--- config.mk ---
export PLATFORM = sky130hd
export DESIGN_NAME = instr_encoder_loader
export DESIGN_NICKNAME = d
export VERILOG_FILES = /design/src/rtl/mips_pkg.sv /design/src/rtl/instr_encode.sv /design/src/rtl/instr_encoder_loader.sv
export SDC_FILE = /design/constraint.sdc
export NUM_CORES = 1
export LEC_CHECK = 0
export CAP_MARGIN = 25
export CORE_MARGIN = 5
export CORE_UTILIZATION = 36
export CTS_CLUSTER_SIZE = 28
export DETAILED_ROUTE_END_ITERATION = 16
export HOLD_SLACK_MARGIN = 0.03
export PLACE_DENSITY = 0.76
export RECOVER_POWER = 100
export SLEW_MARGIN = 0
export SYNTH_ARGS = -nofsm -noshare
export SYNTH_HDL_FRONTEND = slang
export SYNTH_SLANG_ARGS = --single-unit
--- constraint.sdc ---
create_clock -name CLK -period 1.5 [get_ports CLK]
set_clock_uncertainty 0.05 [all_clocks]
set_input_delay 0.225 -clock CLK [delete_from_list [all_inputs] [get_ports CLK]]
set_output_delay 0.225 -clock CLK [all_outputs]
set_load 0.1 [all_outputs]
--- src/rtl/mips_pkg.sv ---
// Shared MIPS encoding constants: opcodes, descriptor kind codes and loader FSM states.
// Imported by the encoder/loader and the control decoder so both agree on encodings.
package mips_pkg;

  localparam logic [5:0] OP_RTYPE = 6'b000000;
  localparam logic [5:0] OP_LW    = 6'b100011;
  localparam logic [5:0] OP_SW    = 6'b101011;
  localparam logic [5:0] OP_BEQ   = 6'b000100;
  localparam logic [5:0] OP_ADDI  = 6'b001000;
  localparam logic [5:0] OP_J     = 6'b000010;

  localparam logic [2:0] KIND_RTYPE = 3'd0;
  localparam logic [2:0] KIND_LW    = 3'd1;
  localparam logic [2:0] KIND_SW    = 3'd2;
  localparam logic [2:0] KIND_BEQ   = 3'd3;
  localparam logic [2:0] KIND_ADDI  = 3'd4;
  localparam logic [2:0] KIND_J     = 3'd5;

  localparam logic [1:0] ST_LOAD  = 2'd0;
  localparam logic [1:0] ST_DRAIN = 2'd1;
  localparam logic [1:0] ST_DONE  = 2'd2;
  localparam logic [1:0] ST_ERR   = 2'd3;

endpackage

--- src/rtl/instr_encode.sv ---
// Combinational encoder: packs a field-level descriptor into a 32-bit MIPS word.
// Kinds outside the supported subset raise illegal and produce a zero word.
module instr_encode
  import mips_pkg::*;
(
  input  logic [2:0]  kind,
  input  logic [4:0]  rs,
  input  logic [4:0]  rt,
  input  logic [4:0]  rd,
  input  logic [5:0]  funct,
  input  logic [15:0] imm,
  input  logic [25:0] target,
  output logic [31:0] word,
  output logic        illegal
);

  always_comb begin
    word    = '0;
    illegal = 1'b0;
    case (kind)
      KIND_RTYPE: word = {OP_RTYPE, rs, rt, rd, 5'b00000, funct};
      KIND_LW:    word = {OP_LW, rs, rt, imm};
      KIND_SW:    word = {OP_SW, rs, rt, imm};
      KIND_BEQ:   word = {OP_BEQ, rs, rt, imm};
      KIND_ADDI:  word = {OP_ADDI, rs, rt, imm};
      KIND_J:     word = {OP_J, target};
      default:    illegal = 1'b1;
    endcase
  end

endmodule

--- src/rtl/instr_encoder_loader.sv ---
// Streams encoded instructions into instruction memory and holds the core in reset
// until a complete program has been written.
module instr_encoder_loader
  import mips_pkg::*;
#(
  parameter int ADDR_W    = 6,
  parameter int BASE_ADDR = 0
) (
  input  logic              CLK,
  input  logic              RESET,
  input  logic              in_valid,
  output logic              in_ready,
  input  logic [2:0]        in_kind,
  input  logic [4:0]        in_rs,
  input  logic [4:0]        in_rt,
  input  logic [4:0]        in_rd,
  input  logic [5:0]        in_funct,
  input  logic [15:0]       in_imm,
  input  logic [25:0]       in_target,
  input  logic              in_last,
  input  logic              reload,
  output logic              imem_we,
  output logic [ADDR_W-1:0] imem_addr,
  output logic [31:0]       imem_wdata,
  output logic              cpu_hold,
  output logic              done,
  output logic              error
);

  localparam logic [ADDR_W-1:0] BASE    = BASE_ADDR[ADDR_W-1:0];
  localparam logic [ADDR_W-1:0] TOP_PTR = '1;

  logic [1:0]        state;
  logic [ADDR_W-1:0] ptr;
  logic [ADDR_W-1:0] next_addr;
  logic              we_q;
  logic              last_q;
  logic [31:0]       wdata_q;
  logic [31:0]       word;
  logic              illegal;
  logic              accept;

  instr_encode u_encode (
    .kind    (in_kind),
    .rs      (in_rs),
    .rt      (in_rt),
    .rd      (in_rd),
    .funct   (in_funct),
    .imm     (in_imm),
    .target  (in_target),
    .word    (word),
    .illegal (illegal)
  );

  assign accept = in_valid & in_ready;

  // ptr tracks the address of the write currently on the port; a descriptor
  // accepted while a write is in flight lands on the following address.
  assign next_addr = ptr + ADDR_W'(we_q);

  always_ff @(posedge CLK or posedge RESET) begin
    if (RESET) begin
      state   <= ST_LOAD;
      ptr     <= BASE;
      we_q    <= 1'b0;
      last_q  <= 1'b0;
      wdata_q <= '0;
    end else begin
      we_q <= 1'b0;
      if (we_q && ptr != TOP_PTR)
        ptr <= ptr + ADDR_W'(1);
      case (state)
        ST_LOAD: begin
          if (accept) begin
            if (illegal) begin
              state <= ST_ERR;
            end else begin
              we_q    <= 1'b1;
              wdata_q <= word;
              last_q  <= in_last;
              if (in_last || next_addr == TOP_PTR)
                state <= ST_DRAIN;
            end
          end
        end
        ST_DRAIN: state <= last_q ? ST_DONE : ST_ERR;
        ST_DONE, ST_ERR: begin
          if (reload) begin
            state <= ST_LOAD;
            ptr   <= BASE;
          end
        end
        default: state <= ST_LOAD;
      endcase
    end
  end

  assign in_ready   = (state == ST_LOAD);
  assign imem_we    = we_q;
  assign imem_addr  = ptr;
  assign imem_wdata = wdata_q;
  assign cpu_hold   = (state != ST_DONE);
  assign done       = (state == ST_DONE);
  assign error      = (state == ST_ERR);

endmodule

==> results of run 1 <==
[cell usage in the layout, fill, tap and decap left out, types with 3 or more instances in the layout]
cell type / synthesis / layout
a21oi_1: 15 / 14
dfrtp_4: 0 / 4
buf_12: 0 / 12
ha_4: 0 / 3
dfrtp_2: 0 / 4
a211o_1: 11 / 11
a221oi_2: 0 / 8
nand2_1: 26 / 25
clkbuf_4: 0 / 11
inv_1: 6 / 5
o31ai_1: 3 / 3
nand3_1: 4 / 4
a31oi_1: 12 / 12
mux2i_1: 14 / 14
dfrtp_1: 40 / 32
nor3_1: 3 / 3
buf_6: 4 / 6
buf_4: 6 / 23
nor2_1: 36 / 36
clkdlybuf4s50_1: 0 / 68
o21ai_1: 1 / 7
a32oi_1: 5 / 5
clkbuf_8: 0 / 7
buf_2: 11 / 20
[sequential cells by signal, indices dropped and copies added (netlist names)]
name / cells
imem_wdata: 30
imem_addr: 6
state: 2
imem_we: 1
last_q: 1
[power breakdown]
part / internal [mW] / switching [mW]
registers: 1.57 / 0.310
clock network: 0.410 / 0.351
logic: 1.44 / 4.70
total: 3.42 / 5.36
[final cells by class]
cell class | count | area (um2) | area share
clock buffers | 7 | 96.34 | 0.02519
inverters | 8 | 30.03 | 0.007851
multi-input cells | 173 | 1195 | 0.3124
flip-flops and latches | 40 | 1021 | 0.2669
well taps | 75 | 93.84 | 0.02453
repair buffers | 144 | 1389 | 0.3631
[logic make-up after synthesis]
kind of cell	count (synthesis)	share of synthesized area
AO/OA/AOI/OAI	70	0.2180
flip-flops	40	0.4472
AND/OR/NAND/NOR	82	0.1621
multiplexers	14	0.06260
adder cells (fa/ha/maj)	3	0.01677
buffers and inverters	30	0.07992
other	1	0.001675
XOR/XNOR	3	0.01174
[how the worst min path moves through the flow]
stage,startpoint,end,slack [ns],cells past startpoint
finish,in_kind[2],imem_wdata[26],0.33,2
floorplan,in_last,last_q,0.29,2
detailed placement,last_q,last_q,0.49,2
CTS,RESET,imem_wdata[17],0.24,3
global placement,imem_wdata[28],imem_wdata[28],0.48,2
global route,in_kind[2],imem_wdata[26],0.36,2
[synthesized netlist by cell type, drive strengths merged, types with 2 or more instances]
| cell type | n | area share |
|---|---|---|
| a211oi | 2 | 0.0067 |
| and2 | 2 | 0.0056 |
| xnor2 | 2 | 0.0078 |
| o21ai | 9 | 0.020 |
| mux2i | 14 | 0.063 |
| nand4 | 2 | 0.0056 |
| a21oi | 15 | 0.034 |
| nand3 | 4 | 0.0089 |
| a221oi | 10 | 0.039 |
| nor2b | 2 | 0.0056 |
| inv | 7 | 0.012 |
| nor2 | 37 | 0.063 |
| buf | 21 | 0.065 |
| nor3 | 3 | 0.0067 |
| a31oi | 12 | 0.034 |
| nand2 | 26 | 0.044 |
| o31ai | 3 | 0.010 |
| and4bb | 2 | 0.011 |
| dfrtp | 40 | 0.45 |
| a211o | 11 | 0.043 |
| ha | 3 | 0.017 |
| a32oi | 5 | 0.020 |
| and3 | 2 | 0.0056 |
[timing repair]
item,4_1_cts,5_1_grt
hold buffers,0,0
setup endpoints to repair,5,33
setup buffers,1,2
resized for setup,3,19
pin swaps,0,10
hold endpoints to repair,0,0
gates cloned,0,1
[layer usage]
metal / track usage / vias up
met2: 0.3124 / 109
met1: 0.2429 / 1098
met3: 0.05493 / 12
li1: - / 1135
met4: 0.05907 / 0
met5: 0 / -
==> impl_metrics.csv, run 1 <==
group,metric,value,unit
clock_network,htreeDepth,2,
logic_synthesis,synth_top_flop_cell,"dfrtp_1",
floorplan,dieArea,7894,um2
place,hpwl,5597,um
logic_synthesis,synth.avg_cell_area,9.212,um2
floorplan,core_area,5991,um2
sta,setup_viol,3,
routing,dr_wl_met2,3682,um
clock_network,clockBufferDepth,2,
logic_synthesis,synth_edf_count,0,
clock_network,clk_pin_slew,0.07,ns
sta,tightest_slew,1.018,ns
floorplan,die_w,88.85,um
sta,fmax,0.5985,GHz
worst_setup_path,cp_slowest_cell,"dfrtp_4",
global_route,grt_pass1_wl,11620,um
floorplan,start_util,0.3736,
worst_setup_path,startpoint,"imem_we",
routing,drt-pass1-iter-count,4,
hold_path,hold_path.class,"primary input to register",
sta,period_needed,1.671,ns
outcome,status,"finished, violations left",
sta,hold_slack,0.3327,ns
worst_setup_path,r2r-start,"imem_we",
routing,routed.top_layer,"met4",
place,dp_worst_setup_slack,-0.3011,ns
power,powerDensity,2297,nW/um2
place,dpl.cell_count,436,
logic_synthesis,yosys.cell_types.count,38,
worst_setup_path,cp.required,1.62,ns
sta,setup_tns,-0.2039,ns
power,peakVddDrop,1.663,mV
global_route,grt_pass1_vias,2324,
power,p_leak,1.671,nW
worst_setup_path,crit_arrival,1.79,ns
final_layout,insertedDiodeCount,0,
logic_synthesis,ys_seq_area_frac,0.4472,
routing,drc,0,
clock_network,insertion_delay,0.28,ns
floorplan,row_count,28,
worst_setup_path,end_kind,"register",
outcome,failed_checks,"setup timing",
routing,via_per_inst,5.266,
worst_setup_path,worst-path-buf-inv,0,
place,place_area,4085,um2
sta,hold_viol_final,0,
sta,slew_headroom,0.3212,
global_route,track_usage,0.1907,
final_layout,fillers,504,
routing,vias,2354,
final_layout,area_delta_synth_final,70.88,%
logic_synthesis,synth.net_count,317,
sta,period_share,1.114,
final_layout,final_nets,446,
logic_synthesis,netlist_instances,243,
worst_setup_path,crit_path_cell_trace,"ha_4 > and4bb_1 > a311o_1 > a311oi_2 > o31ai_1",
worst_setup_path,r2r_cells,5,
routing,wl_per_cell,16.46,um
flow_run,maxCapViolations,0,
clock_network,ctsRootBufferMaster,"clkbuf_8",
routing,antenna_left,0,
clock_network,cts_tree,"done",
floorplan,io_pins,114,
power,power,8.785,mW
final_layout,instances_no_fill,447,
clock_network,cts_buffers,5,
logic_synthesis,syn_area,2238,um2
final_layout,final_area,3825,um2
logic_synthesis,ys_ff_latch,40,
routing,wirelength,7358,um
sta,grt_setup_unrepaired,"yes",
worst_setup_path,crit_family,"compound AO/OA/AOI/OAI gates",
worst_setup_path,crit_path_end,"state[0]",
routing,m1WireLength,2837,um
global_route,overflow,0,
final_layout,final_util,0.6385,
worst_setup_path,crit_type,"register to register",
routing,drt-initial-drc-count,143,
sta,slew_violations,0,
global_route,grt_max_degree,41,
logic_synthesis,ys_warn_count,0,
worst_setup_path,r2r_slack,-0.17,ns
floorplan,fp.dieH,88.85,um
worst_setup_path,critPathMaxFanout,3,
place,port_buffers,112,
logic_synthesis,async_flop_share,1.000,
routing,wl_met3,710,um
final_layout,drive_gt1_frac,0.2957,
sta,layout_setup_ws,-0.1707,ns
place,gp_congestion,0.7497,
global_route,antenna_found_initial,0,
worst_setup_path,critical_path_depth,5,
clock_network,clock-sinks,40,
worst_setup_path,r2r-end,"state[0]",
worst_setup_path,crit_path_max_incr_delay,0.51,ns
worst_setup_path,cp-start-kind,"register",
No activity file was read; power rests on OpenSTA's default activity.
==> inputs of run 2 (changes only) <==
--- a/config.mk
+++ b/config.mk
@@ -6,6 +6,7 @@
 export NUM_CORES = 1
 export LEC_CHECK = 0
 export CAP_MARGIN = 25
+export CORE_ASPECT_RATIO = 0.75
 export CORE_MARGIN = 5
 export CORE_UTILIZATION = 36
 export CTS_CLUSTER_SIZE = 28
==> run 2 against run 1 <==
- the flow still finishes with violations (setup timing)
- fmax down 0.46%
- register-to-register slack about the same
- routed wire length up 8.0%
- core utilization up 3.9 points
- die area up 0.21%
- critical endpoint unchanged
- power up 6.1%
- sequential share of layout area down 1.1 points
- worst setup slack worse by 0.0078 ns
- first-iteration DRC count down 32%
- non-clock buffer count up 7
- critical path type unchanged
- final cell count up 2.5%
- cell area up 4.7%
==> impl_metrics.csv, run 2 (synthesis results as in run 1) <==
group,metric,value,unit
routing,wl_per_cell,17.35,um
place,port_buffers,112,
worst_setup_path,crit_arrival,1.81,ns
worst_setup_path,critPathMaxFanout,4,
power,combPwrFrac,0.693,
power,p_leak,1.732,nW
power,power,9.319,mW
routing,drc,0,
worst_setup_path,r2r-end,"state[0]",
final_layout,regArea,1023,um2
outcome,status,"finished, violations left",
place,gp_congestion,0.8082,
final_layout,fillers,467,
floorplan,start_util,0.3784,
worst_setup_path,crit_path_max_incr_delay,0.52,ns
power,power_frac_clock,0.105,
place,hpwl,5791,um
sta,setup_viol,2,
hold_path,hold_path.class,"primary input to asynchronous set/reset pin",
final_layout,largest_register_ffs,30,
clock_network,cts_buffers,5,
floorplan,fp.dieH,78.29,um
global_route,track_usage,0.1935,
routing,drt-initial-drc-count,97,
worst_setup_path,crit_family,"compound AO/OA/AOI/OAI gates",
worst_setup_path,worst-path-buf-inv,0,
sta,period_needed,1.679,ns
worst_setup_path,crit_path_cell_trace,"ha_4 > and4bb_1 > a311o_1 > a311oi_2 > o31ai_1",
clock_network,cts_tree,"done",
floorplan,dieArea,7911,um2
sta,slew_violations,0,
global_route,grt_pass1_vias,2392,
outcome,failed_checks,"setup timing",
sta,grt_setup_unrepaired,"yes",
worst_setup_path,crit_type,"register to register",
global_route,grt_pass1_wl,12270,um
final_layout,area_delta_synth_final,78.98,%
worst_setup_path,end_kind,"register",
worst_setup_path,r2r_slack,-0.18,ns
power,peakVddDrop,1.052,mV
power,switching_share,0.5891,
sta,tightest_slew,0.5879,ns
clock_network,htreeDepth,2,
final_layout,insertedDiodeCount,0,
sta,setup_tns,-0.2022,ns
clock_network,clock-sinks,40,
clock_network,cts_hold_buf,0,
worst_setup_path,cp-start-kind,"register",
worst_setup_path,r2r-start,"imem_we",
global_route,antenna_found_initial,0,
place,dp_worst_setup_slack,-0.3247,ns
routing,via_per_inst,5.295,
final_layout,final_area,4006,um2
routing,antenna_left,0,
clock_network,clockBufferDepth,2,
clock_network,ctsRootBufferMaster,"clkbuf_8",
power,p_int,3.829,mW
power,power_frac_seq,0.203,
floorplan,core_area,5916,um2
place,place_area,4151,um2
clock_network,clk_pin_slew,0.08,ns
worst_setup_path,cp_slowest_cell,"dfrtp_4",
final_layout,final_nets,453,
sta,slew_headroom,0.6080,
final_layout,multi_input_area,1206,um2
flow_run,maxCapViolations,0,
sta,layout_setup_ws,-0.1785,ns
floorplan,io_pins,114,
global_route,overflow,0,
worst_setup_path,cp.required,1.64,ns
global_route,grt_max_degree,34,
routing,wirelength,7948,um
routing,drt-pass1-iter-count,4,
place,dpl.cell_count,444,
sta,fmax,0.5958,GHz
sta,hold_viol_final,0,
floorplan,row_count,24,
worst_setup_path,r2r_cells,5,
floorplan,die_w,101.1,um
sta,period_share,1.119,
power,powerDensity,2326,nW/um2
power,p_sw,5.489,mW
final_layout,final_common_cell,"clkdlybuf4s50_1",
clock_network,insertion_delay,0.30,ns
routing,vias,2425,
final_layout,layout_common_cells,"67 x clkdlybuf4s50_1, 36 x nor2_1, 30 x dfrtp_1",
final_layout,drive_gt1_frac,0.3158,
final_layout,instances_no_fill,458,
==> run 2: cell count changes in the layout (fill, tap and decap cells not counted), sizes merged <==
cell,previous run,this run
clkinv,2,1
buf,62,63
dlygate4sd3,0,1
clkbuf,19,25
inv,6,7
bufinv,0,1
dlymetal6s2s,2,1
dlygate4sd2,0,1
clkdlybuf4s50,68,67
==> run 2: layout make-up <==
| class | count | share of cell area |
|---|---|---|
| multi-input combinational | 173 | 0.3011 |
| sequential | 40 | 0.2555 |
| timing repair buffer | 151 | 0.3795 |
| clock inverter | 1 | 0.007495 |
| inverter | 8 | 0.008120 |
| clock buffer | 7 | 0.02405 |
| tap | 78 | 0.02436 |
==> run 2: how the worst max path moves through the flow <==
| stage | start | to | slack [ns] | depth (start not counted) |
|---|---|---|---|---|
| after CTS | imem_we | state[0] | -0.21 | 5 |
| final | imem_we | state[0] | -0.18 | 5 |
| after global placement | in_kind[1] | imem_wdata[7] | -0.27 | 5 |
| after global routing | imem_addr[0] | state[0] | -0.20 | 5 |
| after detailed placement | in_kind[2] | imem_wdata[8] | -0.32 | 4 |
| after floorplan | state[1] | cpu_hold | -0.32 | 2 |
==> run 2: layer usage <==
layer | share of wire | routed length [um] | up-vias | global-route usage
met5 | 0 | 0 | - | 0
met3 | 0.074 | 591 | 16 | 0.04872
li1 | - | - | 1148 | -
met1 | 0.43 | 3431 | 1157 | 0.2552
met4 | 0.018 | 143 | 0 | 0.07039
met2 | 0.48 | 3781 | 104 | 0.3074
==> run 2: metrics by stage <==
step | hold WS [ns] | utilization
2_1_floorplan | 0.2918 | -
3_3_place_gp | 0.4642 | 0.7018
3_5_place_dp | 0.4698 | 0.7018
4_1_cts | 0.1407 | 0.7259
5_1_grt | 0.2700 | 0.6772
6_report | 0.2518 | 0.6772
==> run 2: repair_timing <==
action / 4_1_cts / 5_1_grt
cloned: 0 / 2
pin swaps: 0 / 3
gates resized for setup: 3 / 17
buffers inserted: 1 / 3
setup endpoints to repair: 3 / 32
==> run 2: power groups by stage <==
| stage | Combinational [mW] | Clock [mW] | Sequential (mW) |
|---|---|---|---|
| floorplan | 1.45 | 0 | 5.02 |
| global placement | 7.31 | 0 | 2.11 |
| detailed placement | 7.38 | 0 | 2.13 |
| CTS | 7.41 | 0.981 | 2.11 |
| global route | 6.70 | 1.04 | 1.96 |
| finish | 6.45 | 0.976 | 1.89 |
